<file path="src/rtl/spi_trim_bank.sv">
// Purpose: SPI-slave (mode 0) bank of shadow/active trim registers, with a commit command that updates every active register at once.
// Latency: a write or commit lands 3 clk cycles after the raw sclk rising edge of the final data bit (2-flop sync + edge detect).
// Backpressure: none; the SPI master paces all traffic, and clk must run at least 4x sclk.
//
// Ports:
//   clk, rst_n        system clock and asynchronous active-low reset
//   i_sclk, i_cs_n    SPI clock and chip select (asynchronous, oversampled on clk)
//   i_mosi, o_miso    SPI data, MSB first; o_miso_oe follows synchronized cs_n
//   o_trim            active registers, register k at [k*REG_W +: REG_W]
//   o_reg_pointer     last valid address accessed by a read or write
//   o_frame_err       1-cycle pulse when cs_n rises in the middle of a frame
//   o_addr_err        1-cycle pulse when an out-of-range address is decoded
//
// Frame format: 8 command bits {opcode[1:0], addr[5:0]}, then REG_W data bits.
//   00 read active, 01 write shadow, 10 commit shadows to active, 11 read shadow.

module spi_trim_bank #(
  parameter int               NUM_REGS   = 8,
  parameter int               REG_W      = 8,
  parameter logic [REG_W-1:0] RESET_TRIM = '0,
  localparam int              PTR_W      = (NUM_REGS > 1) ? $clog2(NUM_REGS) : 1
) (
  input  logic                      clk,
  input  logic                      rst_n,
  input  logic                      i_sclk,
  input  logic                      i_cs_n,
  input  logic                      i_mosi,
  output logic                      o_miso,
  output logic                      o_miso_oe,
  output logic [NUM_REGS*REG_W-1:0] o_trim,
  output logic [PTR_W-1:0]          o_reg_pointer,
  output logic                      o_frame_err,
  output logic                      o_addr_err
);

  localparam logic [1:0] OP_RD_ACT = 2'b00;
  localparam logic [1:0] OP_WR_SHD = 2'b01;
  localparam logic [1:0] OP_COMMIT = 2'b10;
  localparam logic [1:0] OP_RD_SHD = 2'b11;

  typedef enum logic [1:0] {
    ST_IDLE,
    ST_CMD,
    ST_DATA,
    ST_DONE
  } state_t;

  state_t state;

  // Synchronizers and edge detection
  logic [1:0] sclk_sync;
  logic [1:0] cs_sync;
  logic [1:0] mosi_sync;
  logic       sclk_q;
  logic       cs_q;
  logic [1:0] warm_cnt;

  logic sclk_rise;
  logic sclk_fall;
  logic cs_rise;
  logic cs_fall;
  logic mosi_bit;

  always_ff @(posedge clk or negedge rst_n) begin
    if (!rst_n) begin
      sclk_sync <= 2'b00;
      cs_sync   <= 2'b11;
      mosi_sync <= 2'b00;
      sclk_q    <= 1'b0;
      cs_q      <= 1'b1;
      warm_cnt  <= 2'd0;
    end else begin
      sclk_sync <= {sclk_sync[0], i_sclk};
      cs_sync   <= {cs_sync[0], i_cs_n};
      mosi_sync <= {mosi_sync[0], i_mosi};
      sclk_q    <= sclk_sync[1];
      cs_q      <= cs_sync[1];
      if (warm_cnt != 2'd3) begin
        warm_cnt <= warm_cnt + 2'd1;
      end
    end
  end

  assign mosi_bit  = mosi_sync[1];
  assign sclk_rise = sclk_sync[1] & ~sclk_q;
  assign sclk_fall = ~sclk_sync[1] & sclk_q;
  assign cs_rise   = cs_sync[1] & ~cs_q;
  // The cs synchronizer resets to "deselected". If cs_n is already low when
  // reset lifts, the pipeline would show a spurious falling edge. warm_cnt
  // masks fall detection until the pipeline holds the real pin level, so a
  // frame interrupted by reset needs a genuine new cs_n fall.
  assign cs_fall   = ~cs_sync[1] & cs_q & (warm_cnt == 2'd3);

  // Register storage
  logic [REG_W-1:0] shadow [NUM_REGS];
  logic [REG_W-1:0] active [NUM_REGS];

  always_comb begin
    o_trim = '0;
    for (int k = 0; k < NUM_REGS; k++) begin
      o_trim[k*REG_W +: REG_W] = active[k];
    end
  end

  // Frame datapath
  logic [4:0]       bit_cnt;
  logic [6:0]       cmd_sr;
  logic [REG_W-1:0] rx_sr;
  logic [REG_W-1:0] tx_sr;
  logic [1:0]       op_q;
  logic [PTR_W-1:0] idx_q;
  logic             addr_ok_q;
  logic [PTR_W-1:0] ptr_prev;

  // The command byte and data word are finalised from the bit arriving on
  // the current edge, so the last bit is acted on with no extra cycle.
  logic [7:0]       cmd_next;
  logic [PTR_W-1:0] idx_next;
  logic             addr_ok_next;
  logic [REG_W-1:0] data_next;
  logic [REG_W-1:0] rd_val;

  assign cmd_next     = {cmd_sr, mosi_bit};
  assign idx_next     = cmd_next[PTR_W-1:0];
  assign addr_ok_next = ({1'b0, cmd_next[5:0]} < 7'(NUM_REGS));

  always_comb begin
    data_next    = rx_sr << 1;
    data_next[0] = mosi_bit;
  end

  // Read data is captured at the end of the command phase; out-of-range
  // reads and non-read opcodes shift out zeros.
  always_comb begin
    rd_val = '0;
    if (addr_ok_next) begin
      if (cmd_next[7:6] == OP_RD_ACT) begin
        rd_val = active[idx_next];
      end else if (cmd_next[7:6] == OP_RD_SHD) begin
        rd_val = shadow[idx_next];
      end
    end
  end

  // Frame FSM
  always_ff @(posedge clk or negedge rst_n) begin
    if (!rst_n) begin
      state         <= ST_IDLE;
      bit_cnt       <= '0;
      cmd_sr        <= '0;
      rx_sr         <= '0;
      tx_sr         <= '0;
      op_q          <= OP_RD_ACT;
      idx_q         <= '0;
      addr_ok_q     <= 1'b0;
      ptr_prev      <= '0;
      o_reg_pointer <= '0;
      o_miso        <= 1'b0;
      o_frame_err   <= 1'b0;
      o_addr_err    <= 1'b0;
      for (int k = 0; k < NUM_REGS; k++) begin
        shadow[k] <= RESET_TRIM;
        active[k] <= RESET_TRIM;
      end
    end else begin
      o_frame_err <= 1'b0;
      o_addr_err  <= 1'b0;

      case (state)
        ST_IDLE: begin
          o_miso <= 1'b0;
          if (cs_fall) begin
            state   <= ST_CMD;
            bit_cnt <= '0;
            cmd_sr  <= '0;
          end
        end

        ST_CMD: begin
          o_miso <= 1'b0;
          if (cs_rise) begin
            state       <= ST_IDLE;
            o_frame_err <= 1'b1;
          end else if (sclk_rise) begin
            cmd_sr <= cmd_next[6:0];
            if (bit_cnt == 5'd7) begin
              state     <= ST_DATA;
              bit_cnt   <= '0;
              rx_sr     <= '0;
              op_q      <= cmd_next[7:6];
              idx_q     <= idx_next;
              addr_ok_q <= addr_ok_next;
              tx_sr     <= rd_val;
              // Remember the pointer so an aborted data phase can put it back.
              ptr_prev  <= o_reg_pointer;
              if (cmd_next[7:6] != OP_COMMIT) begin
                if (addr_ok_next) begin
                  o_reg_pointer <= idx_next;
                end else begin
                  o_addr_err <= 1'b1;
                end
              end
            end else begin
              bit_cnt <= bit_cnt + 5'd1;
            end
          end
        end

        ST_DATA: begin
          if (cs_rise) begin
            state         <= ST_IDLE;
            o_frame_err   <= 1'b1;
            o_miso        <= 1'b0;
            o_reg_pointer <= ptr_prev;
          end else if (sclk_rise) begin
            rx_sr <= data_next;
            if (bit_cnt == 5'(REG_W - 1)) begin
              state  <= ST_DONE;
              o_miso <= 1'b0;
              if (op_q == OP_WR_SHD && addr_ok_q) begin
                shadow[idx_q] <= data_next;
              end
              if (op_q == OP_COMMIT) begin
                for (int k = 0; k < NUM_REGS; k++) begin
                  active[k] <= shadow[k];
                end
              end
            end else begin
              bit_cnt <= bit_cnt + 5'd1;
            end
          end else if (sclk_fall) begin
            o_miso <= tx_sr[REG_W-1];
            tx_sr  <= tx_sr << 1;
          end
        end

        ST_DONE: begin
          // Surplus sclk edges are ignored until cs_n rises.
          o_miso <= 1'b0;
          if (cs_rise) begin
            state <= ST_IDLE;
          end else if (cs_fall) begin
            state   <= ST_CMD;
            bit_cnt <= '0;
            cmd_sr  <= '0;
          end
        end

        default: begin
          state  <= ST_IDLE;
          o_miso <= 1'b0;
        end
      endcase
    end
  end

  always_ff @(posedge clk or negedge rst_n) begin
    if (!rst_n) begin
      o_miso_oe <= 1'b0;
    end else begin
      o_miso_oe <= ~cs_sync[1];
    end
  end

endmodule

</file>
<file path="config.mk">
export PLATFORM = sky130hd
export DESIGN_NAME = spi_trim_bank
export DESIGN_NICKNAME = d
export VERILOG_FILES = /design/src/rtl/spi_trim_bank.sv
export SDC_FILE = /design/constraint.sdc
export NUM_CORES = 1
export LEC_CHECK = 0
export ABC_AREA = 1
export CORE_MARGIN = 2
export CORE_UTILIZATION = 59
export DETAILED_ROUTE_END_ITERATION = 16
export GPL_TIMING_DRIVEN = 0
export HOLD_SLACK_MARGIN = 0.12
export PLACE_DENSITY = 0.81
export SLEW_MARGIN = 25
export SYNTH_ARGS = -nofsm -noshare
export SYNTH_HDL_FRONTEND = slang
export SYNTH_SLANG_ARGS = --single-unit
export TNS_END_PERCENT = 30
</file>
<file path="constraint.sdc">
create_clock -name clk -period 3.1 [get_ports clk]
set_clock_uncertainty 0.2 [all_clocks]
set_input_delay 0.62 -clock clk [delete_from_list [all_inputs] [get_ports clk]]
set_output_delay 0.62 -clock clk [all_outputs]
set_load 0.1 [all_outputs]
</file>
==> results of run 1 <==
cell families after synthesis:
| logic type | synth area share (%) |
|---|---|
| AO/OA/AOI/OAI | 12.9 |
| XOR/XNOR | 0.308 |
| adder cells (fa/ha/maj) | 1.17 |
| buffers and inverters | 7.36 |
| flip-flops | 53.7 |
| multiplexers | 0.132 |
| AND/OR/NAND/NOR | 24.4 |
layer usage:
| metal | vias up | global-route usage [%] | part of all wire (%) |
|---|---|---|---|
| met3 | 74 | 10.4 | 13 |
| met5 | - | 0 | 0 |
| met4 | 0 | 13.4 | 2.8 |
| li1 | 3562 | - | - |
| met2 | 571 | 52.7 | 45 |
| met1 | 3774 | 49.9 | 40 |
how the worst min path moves through the flow:
stage	startpoint	end
after floorplan	rst_n	addr_ok_q
after global placement	mosi_sync[0]	mosi_sync[1]
after detailed placement	sclk_sync[0]	sclk_sync[1]
after CTS	sclk_sync[0]	sclk_sync[1]
after global routing	sclk_sync[0]	sclk_sync[1]
final	sclk_sync[0]	sclk_sync[1]
flip-flops by register name (all words and copies together), names as in the netlist, 2 cells and up:
register       flops
sclk_sync          2
cs_sync            2
op_q               2
ptr_prev           3
rx_sr              7
tx_sr              8
shadow            64
o_trim            64
mosi_sync          2
warm_cnt           2
o_reg_pointer      3
idx_q              3
bit_cnt            5
cmd_sr             7
state              2
repair_timing:
action / CTS / global route
resized for setup: 0 / 0
hold buffers: 1 / 0
hold endpoints to repair: 86 / 0
area by class of cell:
class	count	area [sq um]
plain buffers	55	279
multi-input cells	704	3330
inverters	93	349
fillers	1085	3840
flip-flops and latches	183	4580
well taps	180	225
clock buffers	19	443
clock inverters	13	148
repair buffers	77	793
power by group:
group          switching [mW]  internal, mW  total, mW
logic                    1.00         0.354       1.35
registers              0.0632          2.49       2.55
clock network           0.983          1.22       2.20
cells in the final DEF, fill, tap and decap left out, types with 2 or more instances in the layout:
cell type | synthesis | final
inv_2 | 3 | 3
nand3_1 | 114 | 114
clkdlybuf4s50_1 | 0 | 74
clkbuf_1 | 35 | 36
dfrtp_1 | 180 | 180
nor2_8 | 3 | 3
buf_6 | 8 | 8
buf_1 | 2 | 2
o211ai_1 | 11 | 11
clkinvlp_4 | 0 | 6
xor2_1 | 2 | 2
nor2_2 | 2 | 2
clkbuf_16 | 0 | 17
inv_6 | 0 | 2
clkinv_1 | 3 | 3
nand3_4 | 2 | 2
o21ai_1 | 68 | 68
bufinv_16 | 0 | 2
a21oi_1 | 24 | 24
nand2_1 | 306 | 306
nor2_1 | 37 | 37
dfstp_2 | 3 | 3
nand2_2 | 8 | 8
buf_2 | 10 | 10
o21ai_0 | 104 | 104
inv_1 | 87 | 87
ha_1 | 8 | 8
nor3_1 | 3 | 3
metrics by stage:
stage	hold WS, ps	total power [mW]	setup TNS (ps)	utilization, %	cell area, sq um
after detailed placement	135	3.89	0	68.3	9550
final	148	6.10	0	72.5	10100
after CTS	149	6.05	0	72.5	10100
after global routing	155	6.33	0	72.5	10100
after floorplan	124	3.47	0	-	8540
after global placement	132	3.86	-1122490	68.0	9520
==> impl_metrics.py, run 1 <==
metrics = {
    "die": {
        "die_w_microns": 124,
        "die_area_sq_um": 15500,
        "core_sq_um": 14000,
        "die_height_microns": 124,
        "num_rows": 43,
        "initial_core_util_pct": 61.0,
        "io_pins": 76,
    },
    "clocking": {
        "clk_latency_ps": 450,
        "cts_made_buffers": 17,
        "ctsLongestPathBuffers": 2,
        "clock-sinks": 183,
        "cts_root_buffer": "clkbuf_16",
        "postCtsSetupRepairBufs": 0,
        "tritoncts": "built",
        "clk_pin_slew_ps": 70,
        "htree_levels": 4,
    },
    "synthesis": {
        "synth_cell_types": 35,
        "ys_ff_latch": 183,
        "syn_inst": 1035,
        "synth.yosys.seq_area_share_pct": 53.7,
        "syn-cell-area_sq_um": 8540,
        "syn_nets": 1048,
        "ys.flop_type": "dfrtp_1",
        "ys_warn_count": 0,
        "avgSynthCellArea_sq_um": 8.25,
        "netlist_top_cells_count": "306 x nand2_1, 180 x dfrtp_1, 114 x nand3_1",
        "synth-edff-count": 0,
        "yosysMostFrequentCell": "nand2_1",
        "yosys-top-cells-area": "dfrtp_1 53%, nand2_1 13%, nand3_1 6.7%",
        "synthDominantCellAreaShare_pct": 52.7,
        "synthArstFlopShare_pct": 100,
        "post-synth-top-area-cell": "dfrtp_1",
    },
    "detailed_routing": {
        "drtIter0Drc": 1188,
        "dr_total_vias": 7981,
        "ant_nets": 0,
        "wl_per_cell_microns": 20.3,
        "via_per_inst": 6.03,
        "wirelength_microns": 26900,
        "post-route-drc-count": 0,
        "firstDrtPassIters": 7,
    },
    "worst_hold_path": {
        "hold_class": "reg2reg",
        "hold_path_depth": 0,
    },
    "worst_setup_path": {
        "startpoint": "o_trim[36]",
        "path_cells": "clkdlybuf4s50_1",
        "cp-end-kind": "primary output",
        "critPathMaxStageDelay_ps": 1170,
        "r2r_slack_ps": 550,
        "arrival_ps": 2070,
        "reg2regPathDepth": 9,
        "cp_top_family": "buffers and inverters",
        "path_depth": 1,
        "critical_path_buf_inv_count": 1,
        "r2r_start": "sclk_q",
        "worst-setup-path-type": "reg2out",
        "cp_max_fo": 3,
        "worstPathRequired_ps": 2280,
        "r2r-end": "o_trim[32]",
        "slowest_stage": "clkdlybuf4s50_1",
        "cp-start-kind": "flip-flop",
        "crit_end": "o_trim[36]",
    },
    "power": {
        "power_density_nw_per_um2": 601,
        "p_leak_nw": 4.61,
        "irDropWorstVdd_mv": 0.601,
    },
    "placed_design": {
        "portBuffers": 75,
        "place.gp.congestion": 0.973,
        "place_inst": 1291,
        "place_hpwl_microns": 18700,
        "place_ws_ps": 661,
    },
    "timing": {
        "slew_viol_final": 0,
        "fmax_mhz": 346,
        "fin_ws_ps": 214,
        "final-setup-viol-count": 0,
        "worstMarginPinSlew_ps": 997,
        "final_hold_viol_count": 0,
        "min_period_over_period_pct": 93.1,
        "grt_setup_unrepaired": "false",
        "period_needed_ps": 2890,
        "slew_headroom_pct": 33.3,
    },
    "run_status": {
        "status": "complete, no violations",
    },
    "finish": {
        "area_growth_pct": 18.8,
        "final_nets": 1144,
        "fin_cells": 1324,
        "drive_gt1_share_pct": 6.82,
        "num_antenna_cells": 0,
    },
    "grt": {
        "grt_pass1_vias": 7546,
        "grt_start_max_net_pins": 98,
        "grt.overflow.total": 0,
        "antenna_found_initial": 0,
        "grt_first_pass_wirelength_microns": 42100,
        "track_usage_pct": 35.5,
    },
    "run": {
        "cap_violations": 0,
    },
}
Power figures use the tool's default switching activity.
==> run 2, diff against run 1 <==
CTS_CLUSTER_SIZE = 24   (was unset)
==> results of run 2 <==
No change in the layout: final DEF, timing and power equal those of run 1.
==> run 3, diff against run 2 <==
CORE_UTILIZATION = 58   (was 59)
PLACE_DENSITY = 0.8   (was 0.81)
clock period = 2.8 ns   (was 3.1 ns; I/O delays follow)
==> run 3 against run 2 <==
Wire length increased by 0.15%. Non-clock buffer count increased by 1. Sequential power increased by 11%. Final area increased by 0.67%. Register-to-register slack got worse by 310 ps. Critical endpoint is now o_trim[34]. Highest routed layer unchanged.
==> impl_metrics.py, run 3 (same netlist as run 1, synthesis figures left out) <==
metrics = {
    "run_status": {
        "status": "complete, no violations",
    },
    "timing": {
        "final_hold_viol_count": 0,
        "fin_ws_ps": 15.2,
        "worstMarginPinSlew_ps": 1020,
        "period_needed_ps": 2780,
        "grt_setup_unrepaired": "false",
        "final-setup-viol-count": 0,
        "min_period_over_period_pct": 99.5,
        "fmax_mhz": 359,
        "slew_viol_final": 0,
        "slew_headroom_pct": 31.7,
        "setup-tns-final_ps": 0,
    },
    "worst_hold_path": {
        "hold_class": "reg2reg",
        "hp-start": "sclk_sync[0]",
    },
    "detailed_routing": {
        "post-route-drc-count": 0,
        "drtIter0Drc": 1099,
        "dr_total_vias": 7902,
        "ant_nets": 0,
        "wl_per_cell_microns": 20.3,
        "wirelength_microns": 26900,
        "via_per_inst": 5.95,
        "firstDrtPassIters": 5,
    },
    "worst_setup_path": {
        "critPathMaxStageDelay_ps": 1160,
        "cp-start-kind": "flip-flop",
        "path_cells": "clkdlybuf4s50_1",
        "cp-end-kind": "primary output",
        "cp_top_family": "buffers and inverters",
        "startpoint": "o_trim[34]",
        "slowest_stage": "clkdlybuf4s50_1",
        "r2r_start": "sclk_q",
        "worst-setup-path-type": "reg2out",
        "arrival_ps": 2020,
        "cp_max_fo": 3,
        "worstPathRequired_ps": 2040,
        "critical_path_buf_inv_count": 1,
    },
    "clocking": {
        "tritoncts": "built",
        "clk_latency_ps": 440,
        "ctsLongestPathBuffers": 2,
        "cts_made_buffers": 17,
        "cts_root_buffer": "clkbuf_16",
        "clk_pin_slew_ps": 70,
        "clock-sinks": 183,
        "htree_levels": 4,
        "postCtsSetupRepairBufs": 0,
    },
    "die": {
        "initial_core_util_pct": 59.0,
        "die_w_microns": 125,
        "num_rows": 44,
        "core_sq_um": 14500,
        "die_height_microns": 125,
        "io_pins": 76,
        "die_area_sq_um": 15700,
    },
    "power": {
        "irDropWorstVdd_mv": 0.586,
        "power_mw": 6.87,
        "p_leak_nw": 4.75,
        "power_density_nw_per_um2": 672,
    },
    "finish": {
        "final_common_cell": "nand2_1",
        "fin_cells": 1328,
        "area_growth_pct": 19.6,
        "num_antenna_cells": 0,
        "fin_area_sq_um": 10200,
        "layout_common_cells": "306 x nand2_1, 180 x dfrtp_1, 114 x nand3_1, 104 x o21ai_0, 87 x inv_1",
        "drive_gt1_share_pct": 6.56,
        "final_nets": 1145,
    },
    "grt": {
        "grt_first_pass_wirelength_microns": 42400,
        "grt.overflow.total": 0,
        "antenna_found_initial": 0,
        "grt_start_max_net_pins": 88,
        "track_usage_pct": 35.5,
        "grt_pass1_vias": 7266,
    },
    "placed_design": {
        "place_area_sq_um": 9580,
        "place.gp.congestion": 1.02,
        "place_hpwl_microns": 19400,
        "place_ws_ps": 344,
        "portBuffers": 75,
        "place_inst": 1296,
    },
    "run": {
        "cap_violations": 0,
    },
}
==> run 3: repair_timing <==
action	in CTS	in global routing
endpoints found under the hold margin	40	0
hold buffers	1	0
gates resized for setup	1	5
setup endpoints to repair	1	5
==> run 3: final timing paths <==
| kind | to | slack [ps] | cells past startpoint |
|---|---|---|---|
| setup / recovery | o_trim[34] | 20 | 1 |
| hold / removal | sclk_sync[1] | 160 | 0 |
| setup reg to reg | o_trim[54] | 240 | 9 |
| hold reg to reg | sclk_sync[1] | 160 | 0 |
| max in group asynchronous | shadow[24] | 1230 | 3 |
| min in group asynchronous | mosi_sync[1] | 410 | 2 |
==> run 3: cell type report <==
cell class | instances | area, sq um
plain buffers | 55 | 279
clock buffers | 23 | 468
clock inverters | 8 | 146
fillers | 1143 | 4260
inverters | 93 | 349
multi-input cells | 704 | 3330
flip-flops and latches | 183 | 4580
well taps | 184 | 230
repair buffers | 78 | 832
==> run 3: through the flow <==
stage / hold WS (ps) / util (%)
after floorplan: 64.4 / -
after global placement: 134 / 65.8
after detailed placement: 143 / 66.2
after CTS: 157 / 70.5
after global routing: 166 / 70.6
final: 155 / 70.6
==> run 3: report_power, final <==
group,internal (mW),switching [mW],total (mW)
clock network,1.54,1.00,2.54
logic,0.396,1.11,1.51
registers,2.75,0.0707,2.82
total,4.68,2.18,6.87
==> run 3: routing by layer <==
layer	routed length (microns)	track usage, %	share of wire, %	up-vias
li1	-	-	-	3560
met1	11400	53.7	42	3758
met2	11700	50.0	43	512
met3	3050	8.39	11	72
met4	782	13.8	2.9	0
met5	0	0	0	-
